===== src/rtl/riscv_pkg.sv =====
// riscv_pkg: shared RV32I constants, opcodes and the fetch buffer entry type
package riscv_pkg;
  localparam int XLEN = 32;
  localparam logic [6:0] OP_RTYPE = 7'b0110011;
  localparam logic [6:0] OP_LOAD = 7'b0000011;
  localparam logic [6:0] OP_JALR = 7'b1100111;
  localparam logic [6:0] OP_JAL = 7'b1101111;
  localparam logic [XLEN-1:0] NOP = 32'h0000_0013;
  typedef struct packed {
    logic [XLEN-1:0] instr;
    logic [XLEN-1:0] pc;
  } fetch_entry_t;
endpackage


===== src/rtl/fetch_fifo.sv =====
// fetch_fifo: 2-entry sync FIFO of {instr, pc}; clk/rst, push/din, pop/head, flush, count
module fetch_fifo
  import riscv_pkg::*;
(
  input  logic         clk,
  input  logic         rst,
  input  logic         push,
  input  logic         pop,
  input  logic         flush,
  input  fetch_entry_t din,
  output fetch_entry_t head,
  output logic [1:0]   count
);
  fetch_entry_t mem [2];
  logic rd_ptr, wr_ptr, do_pop;
  always_comb begin
    do_pop = pop & (count != 2'd0);
    head = mem[rd_ptr];
  end
  always_ff @(posedge clk) begin
    if (rst || flush) begin
      count <= 2'd0;
      rd_ptr <= 1'b0;
      wr_ptr <= 1'b0;
    end else begin
      if (push) begin
        mem[wr_ptr] <= din;
        wr_ptr <= ~wr_ptr;
      end
      if (do_pop) rd_ptr <= ~rd_ptr;
      count <= count + {1'b0, push} - {1'b0, do_pop};
    end
  end
  assert property (@(posedge clk) disable iff (rst) (push && !flush) |-> count != 2'd2);
endmodule


===== src/rtl/instr_fetch.sv =====
// instr_fetch: PC, imem issue/kill and 2-entry buffer feeding decode via valid/ready; redirect from execute
module instr_fetch
  import riscv_pkg::*;
#(
  parameter logic [XLEN-1:0] RESET_PC = 32'h0000_0000,
  parameter int DEPTH = 2
) (
  input  logic            clk,
  input  logic            rst,
  input  logic            redirect_valid,
  input  logic [XLEN-1:0] redirect_pc,
  output logic            imem_req,
  output logic [XLEN-1:0] imem_addr,
  input  logic [XLEN-1:0] imem_rdata,
  output logic            instr_valid,
  input  logic            instr_ready,
  output logic [XLEN-1:0] instr,
  output logic [XLEN-1:0] instr_pc,
  output logic [6:0]      opcode,
  output logic [2:0]      funct3,
  output logic [6:0]      funct7
);
  logic [XLEN-1:0] pc, req_pc;
  logic inflight, pop, push;
  logic [1:0] count;
  logic [2:0] level;
  fetch_entry_t head;
  always_comb begin
    instr_valid = ~rst & (count != 2'd0);
    pop = instr_valid & instr_ready;
    push = inflight & ~redirect_valid;
    level = {1'b0, count} + {2'b0, inflight} - {2'b0, pop};
    imem_req = ~rst & (redirect_valid | (level < 3'(DEPTH)));
    imem_addr = rst ? '0 : redirect_valid ? {redirect_pc[XLEN-1:2], 2'b00} : pc;
    instr = instr_valid ? head.instr : '0;
    instr_pc = instr_valid ? head.pc : '0;
    opcode = instr[6:0];
    funct3 = instr[14:12];
    funct7 = instr[31:25];
  end
  always_ff @(posedge clk) begin
    if (rst) begin
      pc <= RESET_PC;
      req_pc <= RESET_PC;
      inflight <= 1'b0;
    end else begin
      inflight <= imem_req;
      if (imem_req) begin
        req_pc <= imem_addr;
        pc <= imem_addr + 32'd4;
      end
    end
  end
  fetch_fifo u_fifo (
    .clk   (clk),
    .rst   (rst),
    .push  (push),
    .pop   (pop),
    .flush (redirect_valid),
    .din   ('{instr: imem_rdata, pc: req_pc}),
    .head  (head),
    .count (count)
  );
endmodule

===== config.mk =====
export PLATFORM = sky130hd
export DESIGN_NAME = instr_fetch
export DESIGN_NICKNAME = d
export VERILOG_FILES = /design/src/rtl/riscv_pkg.sv /design/src/rtl/fetch_fifo.sv /design/src/rtl/instr_fetch.sv
export SDC_FILE = /design/constraint.sdc
export NUM_CORES = 1
export LEC_CHECK = 0
export BUFFER_PORTS_ARGS = -buffer_cell sky130_fd_sc_hd__clkbuf_2
export CAP_MARGIN = 20
export CELL_PAD_IN_SITES_DETAIL_PLACEMENT = 1
export CELL_PAD_IN_SITES_GLOBAL_PLACEMENT = 1
export CORE_MARGIN = 3
export CORE_UTILIZATION = 45
export CTS_CLUSTER_SIZE = 20
export DETAILED_ROUTE_END_ITERATION = 7
export PLACE_DENSITY = 0.82
export SLEW_MARGIN = 10
export SYNTH_ARGS = -nofsm -noshare
export SYNTH_HDL_FRONTEND = slang
export SYNTH_SLANG_ARGS = --single-unit

===== constraint.sdc =====
create_clock -name clk -period 12.3 [get_ports clk]
set_clock_uncertainty 0.05 [all_clocks]
set_input_delay 2.46 -clock clk [delete_from_list [all_inputs] [get_ports clk]]
set_output_delay 2.46 -clock clk [all_outputs]
set_load 0.05 [all_outputs]

# Word level (Yosys, flattened, before mapping)

Memory sizes are Yosys's and may differ from the RTL's. A register that Yosys moved wholly into a read port is not among the register bits.
Index checks and enable logic that the tools add are counted.

Bits in registers: 69
Memories kept: 1
Output and inout port bits: 115
Bits in writable memories: 128

Memories:

| memory     | words | width | rd ports | clocked after memory_dff | wr ports | RTL line         | RTL |
|---|---|---|---|---|---|---|---|
| u_fifo.mem | 2     | 64    | 1        | 1                        | 1        | fetch_fifo.sv:14 | `fetch_entry_t mem [2];` |

Magnitude comparators: 1
Reductions and logical operators: 2
Add/subtract/negate cells: 5
Muxes and demuxes: 9
Bitwise gates (word level): 10

Operators by type and width:

| kind                    | number |
|---|---|
| $mux W32                | 4 |
| $add A32 B3 Y32 const B | 1 |
| $and A1 B1 Y1           | 5 |
| $mux W1                 | 5 |
| $not A1 Y1              | 4 |
| $add A2 B1 Y3           | 1 |
| $lt A3 B2 Y1 const B    | 1 |
| $sub A3 B1 Y3           | 1 |
| $add A2 B1 Y2           | 1 |
| $reduce_bool A2 Y1      | 1 |
| $sub A2 B1 Y2           | 1 |
| $logic_or A1 B1 Y1      | 1 |
| $or A1 B1 Y1            | 1 |

# Logic depth before layout (Yosys ltp)

Gate-level depths: netlist (run 1).

Depth after elaboration: 7
Depth in mapped cells: 14

# Modules after synthesis

A second synthesis (run 1) with hierarchy kept.

Cell total of the unflattened synthesis: 778
Area, all modules: 9,454.1 µm²

Modules (own cells, without submodules):

| module      | area an instance (µm²) | cells each | times used |
|---|---|---|---|
| fetch_fifo  | 5,162.5                | 221        | 1 |
| instr_fetch | 4,291.6                | 557        | 1 |

# Worst setup path before layout (run 1)

Ideal clock, no wire load.

Path kind: input to output
Start: input rst
End: output imem_req
Stages: 11
Required time: 9,790 ps
Data arrival time: 5,207 ps
Path slack: 4,583 ps
Cells stage by stage: buf_2 clkinv_1 o21ai_0 inv_1 and2_1 ha_1 nor2b_1 fa_1 o21bai_1 nand2_1 inv_1

Longest elaborated chain between the ends: 7

Ends and longest elaborated chain:

| element               | RTL line          | RTL |
|---|---|---|
| from (decl)           | instr_fetch.sv:9  | `input logic rst,` |
| $not A1 Y1            | instr_fetch.sv:29 | `instr_valid = ~rst & (count != 2'd0);` |
| $and A1 B1 Y1         | instr_fetch.sv:29 |  |
| named net instr_valid | instr_fetch.sv:15 | `output logic instr_valid,` |
| $and A1 B1 Y1         | instr_fetch.sv:30 | `pop = instr_valid & instr_ready;` |
| $sub A3 B1 Y3         | instr_fetch.sv:32 | `level = {1'b0, count} + {2'b0, inflight} - {2'b0, pop};` |
| $lt A3 B2 Y1          | instr_fetch.sv:33 | `imem_req = ~rst & (redirect_valid \| (level < 3'(DEPTH)));` |
| $or A1 B1 Y1          | instr_fetch.sv:33 |  |
| $and A1 B1 Y1         | instr_fetch.sv:33 |  |
| to (decl)             | instr_fetch.sv:12 | `output logic imem_req,` |

The timed path passes the listed nets, and every way through them passes these cells.

# Final worst setup path (run 1)

Start: input rst
End: output imem_req

Longest elaborated chain between the ends: 7

Ends and longest elaborated chain:

| element           | RTL line |
|---|---|
| $not A1 Y1 (*)    | instr_fetch.sv:29, instr_fetch.sv:33 |
| $and A1 B1 Y1     | instr_fetch.sv:29 |
| $and A1 B1 Y1     | instr_fetch.sv:30 |
| $sub A3 B1 Y3     | instr_fetch.sv:32 |
| $lt A3 B2 Y1      | instr_fetch.sv:33 |
| $or A1 B1 Y1      | instr_fetch.sv:33 |
| $and A1 B1 Y1 (*) | instr_fetch.sv:33 |

Every way passes the cells marked *; elsewhere a longest branch is shown, timed or not.

==> results of run 1 <==
[flip-flops by register name, summed over array words and instances, names as in the netlist, named ones only]
register / cells
req_pc: 30
u_fifo.wr_ptr: 1
u_fifo.count: 2
u_fifo.rd_ptr: 1
u_fifo.mem: 128
inflight: 1
pc: 32
[synthesized netlist by cell type (8+ instances only)]
cell	n
a211oi_1	13
a21oi_1	12
a31oi_1	8
and2_1	10
buf_1	17
buf_4	19
clkbuf_1	19
dfxtp_1	68
edfxtp_1	128
inv_1	11
mux2i_1	94
nand2_1	72
nand3_1	20
nand3b_1	8
nor2_1	119
o21ai_0	44
xnor2_1	8
[worst reg2reg max path, stage by stage (launching register included)]
cell	delay [ps]
dfxtp_1	370
o21ai_4	170
inv_1	70
and2_1	160
ha_1	260
nor2b_1	150
fa_1	480
o21bai_4	160
buf_4	740
nand4_1	340
o41ai_1	480
[power groups by stage]
| stage | Clock (mW) | Sequential [mW] | Combinational, mW |
|---|---|---|---|
| after floorplan | 0 | 0.753 | 0.114 |
| after CTS | 0.537 | 0.743 | 0.159 |
| after global placement | 0 | 0.756 | 0.153 |
| final | 0.526 | 0.743 | 0.157 |
| after global routing | 0.564 | 0.746 | 0.172 |
| after detailed placement | 0 | 0.758 | 0.158 |
[metal layers]
| metal | track usage [%] | share of wire [%] | vias to the layer above |
|---|---|---|---|
| met4 | 6.92 | 2.3 | 2 |
| met3 | 4.90 | 5.5 | 39 |
| met1 | 26.1 | 44 | 3098 |
| met5 | 0 | 0.042 | - |
| met2 | 34.5 | 48 | 199 |
| li1 | - | - | 3013 |
[cells by family after synthesis]
family,count (synthesis)
AND/OR/NAND/NOR,266
flip-flops,196
AO/OA/AOI/OAI,108
multiplexers,95
buffers and inverters,76
XOR/XNOR,15
adder cells (fa/ha/maj),5
[path summary, 6_finish.rpt]
check / from / to / slack (ps) / depth (start not counted)
max: rst / imem_req / 4110 / 14
min: req_pc[18] / u_fifo.mem[1][18] / 410 / 0
max reg2reg: u_fifo.count[1] / pc[29] / 8730 / 10
min reg2reg: req_pc[18] / u_fifo.mem[1][18] / 410 / 0
[cell type report]
type / count / area [µm²] / share of cell area (%)
Sequential cell: 196 / 5210 / 51.2
Multi-Input combinational cell: 489 / 3090 / 30.4
Timing Repair Buffer: 188 / 961 / 9.44
Clock buffer: 19 / 433 / 4.25
Tap cell: 260 / 325 / 3.20
Clock inverter: 13 / 116 / 1.14
Inverter: 12 / 45.0 / 0.442
==> metrics.md, run 1 <==
| Metric | Value |
|---|---|
| CP Launch Type | `primary input` |
| Vias in the first global route | `6312` |
| Clk Tree Root Cell | `clkbuf_16` |
| Fraction of layout cells with a size suffix above 1 | `25.3%` |
| Power Internal | `1.04 mW` |
| Post-route ant nets | `0` |
| CP max stage delay | `590 ps` |
| Crit path DAT | `5680 ps` |
| Clock latency on the worst-skew pair | `430 ps` |
| CP max-delay cell | `buf_4` |
| Cells after Synth | `761` |
| CTS tree | `done` |
| Die X-Extent | `145 µm` |
| Area leader, netlist | `edfxtp_1` |
| Initial Util | `46.0%` |
| # clock sinks | `196` |
| Hold Path Class | `reg2reg` |
| Number of port buffers | `180` |
| FF+latch count, synth | `196` |
| Max cap viols | `0` |
| Maximum clock rate | `122 MHz` |
| Synth Area per Inst | `11.4 µm²` |
| Fillers | `2041` |
| Compound-cell area share of the yosys netlist | `8.24%` |
| Die area | `20900 µm²` |
| Slew Viols, Final | `0` |
| Final nets | `977` |
| Pin count of the biggest net entering global routing | `100` |
| Post-synthesis mux area share | `11.0%` |
| DRC viols | `0` |
| Via density | `5.40` |
| Sw power | `388 µW` |
| Routability cong. | `0.843` |
| TritonCTS Buffers | `17` |
| Detailed placement HPWL | `14500 µm` |
| Slew headroom | `30.5%` |
| CP bufs+invs | `7` |
| Synthesis-to-finish area growth | `17.6%` |
| Antenna violations before repair | `1` |
| Total wire length | `21700 µm` |
| DR WL/cell | `18.4 µm` |
| Sequential share of power | `52.1%` |
| Sw frac | `27.2%` |
| Post-route insts no fill | `1177` |
| Via count | `6351` |
| Main combinational cell family by area after synthesis | `simple AND/OR/NAND/NOR gates` |
| Die height | `145 µm` |
| Initial DRT Pass Iterations | `4` |
| Post-CTS Resized | `0` |
| Family with the most delay on the worst path | `buffers and inverters` |
| Total GRT Usage | `20.5%` |
| Synth warn | `0` |
| Final hold slack | `410 ps` |
| Crit share post-route | `66.6%` |
| Simple-Gate Fraction of Synth Area | `13.8%` |
| Crit path cell chain | `clkbuf_2, buf_4, clkinv_1, buf_4, o21ai_4, inv_1, and2_1, ha_1, nor2b_1, fa_1, o21bai_4, nand2_1, inv_1, clkbuf_2` |
| Utilization after layout | `54.1%` |
| Core area | `18800 µm²` |
| Post-synthesis cell type count | `55` |
| Worst Path Max Fanout | `69` |
| Netlist Area Pre-Place | `8660 µm²` |
| Global-route wire length before repair | `33300 µm` |
| Worst slew pin tran | `1040 ps` |
| Logic pwr share | `11.0%` |
| Post-place setup slack | `4100 ps` |
| H-tree depth | `4` |
| Most common cell after layout, fill and taps aside | `clkbuf_2` |
| Async S/R FF share, synth | `0%` |
| Final instance area | `10200 µm²` |
| Final Power | `1.43 mW` |
| Worst setup EP type | `output port` |
| Sequential area share after synthesis | `60.1%` |
| Top_reg_cell synth | `edfxtp_1` |
| Clk pin slew, worst setup/hold paths | `70 ps` |
| N_diodes | `0` |
| Outcome | `finished clean` |
| Pleak | `3.83 nW` |
| # setup viols final | `0` |
| Maximum vdd drop | `93.8 µV` |
| Total grt overflow | `0` |
| Clock power frac | `36.8%` |
| Post-layout min period | `8190 ps` |
| Post-CTS Hold Buffers | `0` |
| Synthesized net count | `834` |
| Post-Synth XOR/XNOR Area | `1.52%` |
| Critical Path RT | `9790 ps` |
| Post-CTS setup buffers | `0` |
| Setup CP Type | `in2out` |
| Bufs on Longest Clock Path | `2` |
| Ports | `183` |
| RSZ-0062 raised after global routing | `false` |
| Adder-Cell Fraction of Synth Area | `0.809%` |
| Placed Cells | `1145` |
| Total negative setup slack | `0 ps` |
| Post-synth EDFFs | `128` |
| DRT iter0 DRCs | `360` |
| Post-synth top area share | `44.4%` |
| Slack of the critical path | `4110 ps` |
| Most frequent cells in the layout | `180 x clkbuf_2, 128 x edfxtp_1, 118 x nor2_1` |
| Post-DP Area | `9630 µm²` |
| PD cells | `140 nW/µm²` |
| Final Hold Viols | `0` |
| Row count | `50` |
| Top cells by area in the synthesized netlist | `edfxtp_1 44%, dfxtp_1 16%, mux2i_1 11%` |
No activity file was read; power rests on OpenSTA's default activity.
==> run 2: changes to the inputs <==
--- a/config.mk
+++ b/config.mk
@@ -10,10 +10,10 @@
 export CELL_PAD_IN_SITES_DETAIL_PLACEMENT = 1
 export CELL_PAD_IN_SITES_GLOBAL_PLACEMENT = 1
 export CORE_MARGIN = 3
-export CORE_UTILIZATION = 45
+export CORE_UTILIZATION = 39
 export CTS_CLUSTER_SIZE = 20
 export DETAILED_ROUTE_END_ITERATION = 7
-export PLACE_DENSITY = 0.82
+export PLACE_DENSITY = 0.75
 export SLEW_MARGIN = 10
 export SYNTH_ARGS = -nofsm -noshare
 export SYNTH_HDL_FRONTEND = slang
==> constraint.sdc (replaced) <==
create_clock -name clk -period 7.1 [get_ports clk]
set_clock_uncertainty 0.05 [all_clocks]
set_input_delay 1.42 -clock clk [delete_from_list [all_inputs] [get_ports clk]]
set_output_delay 1.42 -clock clk [all_outputs]
set_load 0.05 [all_outputs]
==> metrics.md, run 2 (synthesized netlist as in run 1, its figures left out) <==
| Metric | Value |
|---|---|
| Total grt overflow | `0` |
| RSZ-0062 raised after global routing | `false` |
| Max cap viols | `0` |
| Die height | `155 µm` |
| Final nets | `976` |
| Number of port buffers | `180` |
| Global-route wire length before repair | `34500 µm` |
| H-tree depth | `4` |
| Post-CTS setup buffers | `0` |
| Synthesis-to-finish area growth | `18.2%` |
| TritonCTS Buffers | `17` |
| Antenna violations before repair | `0` |
| Final Hold Viols | `0` |
| Detailed placement HPWL | `14600 µm` |
| Crit path cell chain | `clkbuf_2, clkinv_1, o21ai_4, inv_1, and2_1, ha_1, nor2b_1, fa_1, o21bai_4, nand2_1, inv_1, buf_12` |
| DRC viols | `0` |
| Total negative setup slack | `0 ps` |
| Outcome | `finished clean` |
| Die X-Extent | `155 µm` |
| Slack of the critical path | `1920 ps` |
| Most frequent cells in the layout | `179 x clkbuf_2, 128 x edfxtp_1, 118 x nor2_1` |
| Post-layout min period | `5180 ps` |
| Clk pin slew, worst setup/hold paths | `60 ps` |
| Fillers | `2380` |
| Row count | `53` |
| PD cells | `244 nW/µm²` |
| Bufs on Longest Clock Path | `2` |
| Largest register by flop count | `u_fifo.mem` |
| Total GRT Usage | `18.1%` |
| Via count | `6260` |
| Die area | `24000 µm²` |
| Ports | `183` |
| Routability cong. | `0.775` |
| Post-CTS Resized | `0` |
| Hold Path Class | `reg2reg` |
| CP max-delay cell | `fa_1` |
| Post-route ant nets | `0` |
| Pin count of the biggest net entering global routing | `100` |
| CTS tree | `done` |
| Biggest regs | `u_fifo.mem: 128 flops, pc: 32 flops, req_pc: 30 flops` |
| Setup CP Type | `in2out` |
| Worst Path Max Fanout | `6` |
| Most common cell after layout, fill and taps aside | `clkbuf_2` |
| Slew Viols, Final | `0` |
| Slew headroom | `30.9%` |
| Core area | `21400 µm²` |
| Utilization after layout | `47.8%` |
| Crit path DAT | `3710 ps` |
| Worst setup EP type | `output port` |
| Post-DP Area | `9660 µm²` |
| CP Launch Type | `primary input` |
| Via density | `5.26` |
| Vias in the first global route | `6442` |
| DRT iter0 DRCs | `345` |
| Clock latency on the worst-skew pair | `430 ps` |
| Max reg flops | `128` |
| Maximum vdd drop | `147 µV` |
| DR WL/cell | `18.2 µm` |
| Final instance area | `10200 µm²` |
| Most Frequent Cell on Critical Path | `inv_1` |
| # clock sinks | `196` |
| CP max stage delay | `480 ps` |
| Total wire length | `21700 µm` |
| Fraction of layout cells with a size suffix above 1 | `25.2%` |
| Clk Tree Root Cell | `clkbuf_16` |
| Maximum clock rate | `193 MHz` |
| Initial DRT Pass Iterations | `5` |
| Pleak | `3.83 nW` |
| # setup viols final | `0` |
| N_diodes | `0` |
| Worst slew pin tran | `1040 ps` |
| Crit share post-route | `72.9%` |
| R2R setup slack | `3650 ps` |
| Post-CTS Hold Buffers | `0` |
| Post-place setup slack | `1890 ps` |
| Critical Path RT | `5630 ps` |
| Initial Util | `40.4%` |
## run 2: path summary, 6_finish.rpt
check	endpoint	from	cells past startpoint
setup / recovery	imem_req	rst	12
hold / removal	u_fifo.mem[0][7]	req_pc[7]	0
setup reg to reg	pc[29]	u_fifo.count[1]	11
hold reg to reg	u_fifo.mem[0][7]	req_pc[7]	0
## run 2: worst max-delay path, delay by kind of cell
| kind | cells | cell delay (ps) |
|---|---|---|
| AO/OA/AOI/OAI | 2 | 270 |
| adder cells (fa/ha/maj) | 2 | 760 |
| buffers and inverters | 5 | 820 |
| AND/OR/NAND/NOR | 3 | 420 |
## run 2: report_power, final
group | switching, mW | internal, mW
sequential | 0.0255 | 1.26
clock | 0.441 | 0.495
combinational | 0.195 | 0.0769
total | 0.661 | 1.83
## run 2: layer usage
metal | up-vias | wire (µm) | global-route usage (%)
li1 | 3008 | - | -
met1 | 3044 | 9520 | 23.0
met4 | 0 | 348 | 5.97
met3 | 26 | 1210 | 3.50
met5 | - | 0 | 0
met2 | 182 | 10600 | 31.1
## run 2: area by class of cell
cell class | instances | area (µm²) | area share [%]
clock buffer | 18 | 429 | 4.19
tap | 275 | 344 | 3.36
inverter | 12 | 45.0 | 0.440
clock inverter | 14 | 146 | 1.43
timing repair buffer | 187 | 968 | 9.46
sequential | 196 | 5210 | 50.9
multi-input combinational | 489 | 3100 | 30.2
## run 2: per-stage QoR
step | instances | total power, mW | hold slack, ps
after floorplan | 761 | 1.50 | 375
after CTS | 1191 | 2.52 | 407
after global routing | 1191 | 2.59 | 420
final | 1191 | 2.49 | 404
after global placement | 1159 | 1.58 | 382
after detailed placement | 1159 | 1.59 | 390
